File: src/rtl/debounce_pkg.sv
// Shared types and defaults for the pushbutton debouncer.
package debounce_pkg;

    // Per-button confirmation states.
    typedef enum logic [1:0] {
        SOLTO       = 2'd0,
        CONF_PRESS  = 2'd1,
        PRESSIONADO = 2'd2,
        CONF_SOLTA  = 2'd3
    } estado_t;

    // Default number of consecutive agreeing samples to accept a change.
    localparam int unsigned STABLE_TICKS_PADRAO = 8;

    // Divider output bit used as the sampling tick source (~763 Hz at 50 MHz).
    localparam int unsigned TAP_DEBOUNCE = 15;

    // Width of the per-button confirmation counter.
    localparam int unsigned CNT_W = 8;

endpackage

File: src/rtl/debounce_canal.sv
// One debounced button: synchronizer, polarity fix, confirmation FSM and
// registered level / press / release outputs.
module debounce_canal
    import debounce_pkg::*;
#(
    parameter int unsigned STABLE_TICKS = STABLE_TICKS_PADRAO,
    parameter bit          ACTIVE_LOW   = 1'b1
) (
    input  logic clock_in,
    input  logic reset,
    input  logic tick,
    input  logic botao_in,
    output logic estavel,
    output logic pulso_press,
    output logic pulso_solta
);

    localparam logic [CNT_W-1:0] LIMITE        = CNT_W'(STABLE_TICKS);
    localparam logic             NIVEL_INATIVO = ACTIVE_LOW;

    logic             sync1_q;
    logic             sync2_q;
    logic             amostra;

    estado_t          estado_q;
    estado_t          estado_d;
    logic [CNT_W-1:0] cnt_q;
    logic [CNT_W-1:0] cnt_d;
    logic [CNT_W-1:0] cnt_inc;
    logic             estavel_q;
    logic             estavel_d;
    logic             press_q;
    logic             press_d;
    logic             solta_q;
    logic             solta_d;

    // Two-flop synchronizer; reset parks it at the released level.
    always_ff @(posedge clock_in) begin
        if (reset) begin
            sync1_q <= NIVEL_INATIVO;
            sync2_q <= NIVEL_INATIVO;
        end else begin
            sync1_q <= botao_in;
            sync2_q <= sync1_q;
        end
    end

    // Internal sample is 1 when the button is pressed regardless of polarity.
    assign amostra = sync2_q ^ NIVEL_INATIVO;
    assign cnt_inc = cnt_q + 1'b1;

    // Next-state logic: state and counter only move on tick cycles.
    always_comb begin
        estado_d  = estado_q;
        cnt_d     = cnt_q;
        estavel_d = estavel_q;
        press_d   = 1'b0;
        solta_d   = 1'b0;
        if (tick) begin
            case (estado_q)
                SOLTO: begin
                    if (amostra) begin
                        estado_d = CONF_PRESS;
                        cnt_d    = CNT_W'(1);
                    end
                end
                CONF_PRESS: begin
                    if (!amostra) begin
                        estado_d = SOLTO;
                        cnt_d    = '0;
                    end else if (cnt_inc == LIMITE) begin
                        estado_d  = PRESSIONADO;
                        cnt_d     = '0;
                        estavel_d = 1'b1;
                        press_d   = 1'b1;
                    end else begin
                        cnt_d = cnt_inc;
                    end
                end
                PRESSIONADO: begin
                    if (!amostra) begin
                        estado_d = CONF_SOLTA;
                        cnt_d    = CNT_W'(1);
                    end
                end
                CONF_SOLTA: begin
                    if (amostra) begin
                        estado_d = PRESSIONADO;
                        cnt_d    = '0;
                    end else if (cnt_inc == LIMITE) begin
                        estado_d  = SOLTO;
                        cnt_d     = '0;
                        estavel_d = 1'b0;
                        solta_d   = 1'b1;
                    end else begin
                        cnt_d = cnt_inc;
                    end
                end
                default: begin
                    estado_d = SOLTO;
                    cnt_d    = '0;
                end
            endcase
        end
    end

    // State, counter and registered outputs; reset aborts any confirmation silently.
    always_ff @(posedge clock_in) begin
        if (reset) begin
            estado_q  <= SOLTO;
            cnt_q     <= '0;
            estavel_q <= 1'b0;
            press_q   <= 1'b0;
            solta_q   <= 1'b0;
        end else begin
            estado_q  <= estado_d;
            cnt_q     <= cnt_d;
            estavel_q <= estavel_d;
            press_q   <= press_d;
            solta_q   <= solta_d;
        end
    end

    assign estavel     = estavel_q;
    assign pulso_press = press_q;
    assign pulso_solta = solta_q;

endmodule

File: src/rtl/debounce_botoes.sv
// Pushbutton debouncer top: turns the ripple divider tap into a one-cycle
// sample enable and fans it out to one debounce channel per button.
module debounce_botoes
    import debounce_pkg::*;
#(
    parameter int unsigned N            = 4,
    parameter int unsigned STABLE_TICKS = STABLE_TICKS_PADRAO,
    parameter bit          ACTIVE_LOW   = 1'b1
) (
    input  logic         clock_in,
    input  logic         reset,
    input  logic         tick_src,
    input  logic [N-1:0] botoes_in,
    output logic [N-1:0] botoes_estaveis,
    output logic [N-1:0] pulso_press,
    output logic [N-1:0] pulso_solta,
    output logic         tick
);

    logic ts_sync1_q;
    logic ts_sync2_q;
    logic ts_edge_q;
    logic tick_int;

    // Synchronize the divider tap and keep its previous value for edge detection.
    always_ff @(posedge clock_in) begin
        if (reset) begin
            ts_sync1_q <= 1'b0;
            ts_sync2_q <= 1'b0;
            ts_edge_q  <= 1'b0;
        end else begin
            ts_sync1_q <= tick_src;
            ts_sync2_q <= ts_sync1_q;
            ts_edge_q  <= ts_sync2_q;
        end
    end

    // Rising edge of the synchronized tap only.
    assign tick_int = ts_sync2_q & ~ts_edge_q;
    assign tick     = tick_int;

    for (genvar i = 0; i < int'(N); i++) begin : g_canal
        debounce_canal #(
            .STABLE_TICKS (STABLE_TICKS),
            .ACTIVE_LOW   (ACTIVE_LOW)
        ) u_canal (
            .clock_in    (clock_in),
            .reset       (reset),
            .tick        (tick_int),
            .botao_in    (botoes_in[i]),
            .estavel     (botoes_estaveis[i]),
            .pulso_press (pulso_press[i]),
            .pulso_solta (pulso_solta[i])
        );
    end

endmodule

File: config.mk
export PLATFORM = sky130hd
export DESIGN_NAME = debounce_botoes
export DESIGN_NICKNAME = d
export VERILOG_FILES = /design/src/rtl/debounce_pkg.sv /design/src/rtl/debounce_canal.sv /design/src/rtl/debounce_botoes.sv
export SDC_FILE = /design/constraint.sdc
export NUM_CORES = 1
export LEC_CHECK = 0
export ABC_CLOCK_PERIOD_IN_PS = 2000
export CORE_ASPECT_RATIO = 0.75
export CORE_MARGIN = 10
export CORE_UTILIZATION = 53
export CTS_CLUSTER_DIAMETER = 50
export DETAILED_ROUTE_END_ITERATION = 7
export PLACE_DENSITY_LB_ADDON = 0.25
export SYNTH_ARGS = -nofsm -noshare
export SYNTH_HDL_FRONTEND = slang
export SYNTH_SLANG_ARGS = --single-unit
File: constraint.sdc
create_clock -name clock_in -period 2 [get_ports clock_in]
set_input_delay 0.4 -clock clock_in [delete_from_list [all_inputs] [get_ports clock_in]]
set_output_delay 0.4 -clock clock_in [all_outputs]
set_load 0.02 [all_outputs]
==> implementation parameters <==
Parameter                              Value

Outcome
  Outcome ... completed

Critical path
  Worst endpoint required time ... ~2.3 ns
  Arrival time reported for the critical path endpoint ... 2.17 ns
  Delay of the slowest cell on the worst path ... ~0.50 ns
  Number of cells on the worst reg-to-reg path ... 6
  Crit start category ... flip-flop
  Type of the setup path with the least slack ... reg2reg
  Worst path cell trace ... ha_2, nand3_2, o21ai_4, o211ai_2, or4_4, a221oi_2
  Slowest stage cell, crit path ... sky130_fd_sc_hd__or4_4
  Kind of end point of the critical path ... flip-flop
  Largest fanout on the critical path ... 7

Yosys
  Synthesis-stage register bit count ... 63
  Top cells by instance count after synthesis ... sky130_fd_sc_hd__dfxtp_1 (63), sky130_fd_sc_hd__nand2_1 (38), sky130_fd_sc_hd__nor2_1 (29), sky130_fd_sc_hd__a21oi_1 (27), sky130_fd_sc_hd__nand3_1 (19)
  Syn Std Cell Area ... between 3000 and 4000 sq um
  Synth Flop Type ... sky130_fd_sc_hd__dfxtp_1
  Most area-consuming cells after synthesis ... sky130_fd_sc_hd__dfxtp_1 (39%), sky130_fd_sc_hd__nand2_1 (4.5%), sky130_fd_sc_hd__a21oi_1 (4.2%), sky130_fd_sc_hd__nor2_1 (3.4%), sky130_fd_sc_hd__buf_4 (3.1%)
  Asr flop ratio synth ... 0
  Post-synthesis cell type count ... 62
  Most instantiated library cell after synthesis ... sky130_fd_sc_hd__dfxtp_1
  Syn Area/Cell ... ~8.3 sq um
  Fraction of post-synthesis cell area in the top cell type by area ... 0.3947
  Synthesized instance count ... approximately 380
  Synthesis Warnings ... 0
  Number of enable flip-flop cells after synthesis ... 0
  Net count after synthesis ... ~400
  Portion of the post-synthesis area used by sequential elements ... 0.3947
  Most area-hungry cell type in the Yosys netlist ... sky130_fd_sc_hd__dfxtp_1

Drt
  Total wire length ... 7513 microns
  DRC errors left ... 0
  Average via count per standard cell ... 6.004
  First-iteration detailed-routing DRC count ... 184
  TritonRoute pass-1 iters ... 4
  Via total after detailed routing ... 2948
  Post-DRT Antenna Nets ... 0
  Routed wire length per instance ... 15.30 microns

Layout
  Area occupied by multi-input gates ... between 1500 and 2000 sq um
  Final core utilization ... 0.6402
  Total inserted antenna cells ... 0
  Final non-filler cell total ... 491
  Fillers ... 517
  Area growth from synthesis to layout ... 16.72%
  Final Net Count ... between 400 and 500
  Fraction of final layout cells with drive strength greater than 1 ... 0.1622
  Sequential cell area in the final layout ... roughly 1300 sq um

Clocking
  Depth of the CTS H-tree ... 3
  Clock tree from TritonCTS ... done
  Clock Pin Slew Worst Setup and Hold Paths ... approximately 0.07 ns
  Clock latency at the later pin of the worst-skew pair ... between 0.3 and 0.4 ns
  Clock buffer count from CTS ... 9
  Hold_buf cts ... 0
  Clk sink count ... 63
  CTS Root Buffer Type ... sky130_fd_sc_hd__clkbuf_8
  Number of buffers between clock root and the deepest sink ... 2

Hold path
  Hold path depth ... 2
  Class of the worst hold path ... in2reg

STA
  Headroom to the max-slew limit ... 0.4798
  Final hold violation count ... 0
  Endpoints failing setup ... 0
  Slew Limit Fails ... 0
  Maximum operating frequency ... roughly 520 MHz
  Slew at the pin closest to its max-slew limit ... roughly 0.77 ns
  Crit path time final ... ~1.9 ns
  Clock skew ... around 0.0064 ns
  Slack of the critical path ... 0.08838 ns
  Sum of negative setup slack ... 0 ns
  Final period util ... 0.9558
  Setup repair after global routing missed its margin ... no

Place
  Number of buffers added on ports ... 19
  Hpwl dp ... between 5000 and 6000 microns
  Worst setup slack before clock tree synthesis ... -0.001247 ns
  Routability Congestion ... between 0.8 and 0.9
  Number of placed instances with taps included ... 474

Die
  Overall die width ... ~110 microns
  Height of the die ... approximately 87 microns
  Std cell rows ... 24
  Die area ... 9567 sq um
  CORE AREA ... about 5800 sq um
  I/O pin total ... 20
  Starting density of the core ... 0.5485

Power and ir drop
  Final total power ... 2.532 mW
  Combinational fraction of design power ... 0.048
  Static leakage ... 1.326 nW
  Power Internal ... 1.960 mW
  Switching share of power ... 0.2259
  Power density over the cells ... 679.0 nW/um^2
  Part of the total power dissipated in sequential elements ... 0.509
  Power dissipated by switching net loads ... approximately 570 uW
  Worst IR Drop VDD ... around 380 uV
  Fraction of power consumed by the clock network ... 0.443

Global routing
  First-pass GRT wire length ... 12720 microns
  Antenna violations before repair ... 0
  Pin count of the biggest net entering global routing ... 46
  Vias in the first global route ... between 2000 and 3000
  Overall routing resource usage ... 0.1632
  Aggregate global routing overflow ... 0

Flow run
  Count of maximum capacitance violations ... 0
-- worst max-delay path: cells and delay by family (launching register included) --
kind | cells | cell delay (ns)
and+or+nand+nor | 2 | 0.64
AOI/OAI and AO/OA | 3 | 0.58
DFF | 1 | 0.39
adders and majority gates | 1 | 0.21
-- metrics by stage --
stage / area, sq um / hold slack [ns]
after floorplan: 3196 / 0.3895
after global placement: 3477 / 0.3916
after detailed placement: 3477 / 0.3945
after CTS: 3675 / 0.3723
after global routing: 3730 / 0.3971
final: 3730 / 0.3833
-- power by group through the flow --
stage | clock network, mW | registers [mW] | logic (mW)
3_3_place_gp | 0 | 1.32 | 0.119
2_1_floorplan | 0 | 1.31 | 0.0800
3_5_place_dp | 0 | 1.32 | 0.122
5_1_grt | 1.20 | 1.29 | 0.134
6_report | 1.12 | 1.29 | 0.123
4_1_cts | 1.13 | 1.29 | 0.122
-- layout make-up --
type | instances | area share
inverter | 11 | 0.01107
multi-input combinational | 284 | 0.4753
tap | 78 | 0.02617
timing repair buffer | 40 | 0.09493
clock buffer | 12 | 0.04160
sequential | 63 | 0.3395
clock inverter | 3 | 0.01141
-- timing repair --
| action | in CTS | in global routing |
|---|---|---|
| hold endpoints to repair | 0 | 0 |
| resized for setup | 2 | 11 |
| setup buffers | 0 | 2 |
| setup endpoints to repair | 3 | 12 |
| pin swaps | 0 | 2 |
-- flip-flops by register name, summed over array words and instances (netlist names), named ones only --
name,flops
g_canal.u_canal.estado_q,4
ts_edge_q,1
g_canal.u_canal.cnt_q,32
g_canal.u_canal.sync1_q,4
ts_sync2_q,1
g_canal.u_canal.pulso_press,4
g_canal.u_canal.pulso_solta,4
g_canal.u_canal.sync2_q,4
ts_sync1_q,1
g_canal.u_canal.estavel,4
-- worst paths after layout --
| kind | from | end | slack (ns) |
|---|---|---|---|
| hold / removal | reset | g_canal[2].u_canal.cnt_q[0] | 0.38 |
| hold reg to reg | g_canal[3].u_canal.sync1_q | g_canal[3].u_canal.sync2_q | 0.41 |
| setup reg to reg | g_canal[3].u_canal.cnt_q[0] | g_canal[3].u_canal.estavel | 0.09 |
| setup / recovery | g_canal[3].u_canal.cnt_q[0] | g_canal[3].u_canal.estavel | 0.09 |
-- per-layer routing --
layer | wire length, microns | up-vias | track usage
li1 | - | 1459 | -
met1 | 3531 | 1367 | 0.2150
met2 | 3261 | 104 | 0.2432
met3 | 607 | 18 | 0.05695
met4 | 114 | 0 | 0.05307
met5 | 0 | - | 0
-- cell usage in the layout, fill, tap and decap left out, types with 4 or more instances in the layout --
cell type,Yosys,final
sky130_fd_sc_hd__dfxtp_1,63,59
sky130_fd_sc_hd__nand2_1,38,38
sky130_fd_sc_hd__nor2_1,29,29
sky130_fd_sc_hd__a21oi_1,27,27
sky130_fd_sc_hd__buf_4,13,20
sky130_fd_sc_hd__nand3_1,19,18
sky130_fd_sc_hd__clkdlybuf4s50_1,0,17
sky130_fd_sc_hd__o21ai_0,17,16
sky130_fd_sc_hd__nor3_1,13,13
sky130_fd_sc_hd__inv_1,11,11
sky130_fd_sc_hd__and3_1,11,11
sky130_fd_sc_hd__clkbuf_8,0,11
sky130_fd_sc_hd__or2_2,10,10
sky130_fd_sc_hd__a22oi_1,7,7
sky130_fd_sc_hd__a211oi_1,6,6
sky130_fd_sc_hd__and2_1,6,6
sky130_fd_sc_hd__mux2i_1,6,6
sky130_fd_sc_hd__nor4_1,6,6
sky130_fd_sc_hd__xnor2_1,5,5
sky130_fd_sc_hd__and4_1,5,5
sky130_fd_sc_hd__or3_1,5,5
sky130_fd_sc_hd__a32oi_1,5,5
sky130_fd_sc_hd__nor2b_1,5,5
sky130_fd_sc_hd__nand3b_1,5,5
sky130_fd_sc_hd__a31oi_1,4,4
sky130_fd_sc_hd__nand4_1,4,4
sky130_fd_sc_hd__o21ai_1,3,4
sky130_fd_sc_hd__dfxtp_2,0,4
-- logic make-up after synthesis --
| group | Yosys count | share of synthesized area |
|---|---|---|
| simple gates | 171 | 0.2874 |
| compound gates | 97 | 0.2044 |
| fa+ha+maj | 4 | 0.01566 |
| xor+xnor | 5 | 0.01370 |
| mux | 7 | 0.02232 |
| flops | 63 | 0.3947 |
| buf+inv | 37 | 0.06186 |
Note: power is estimated with default switching activity, not from simulation.
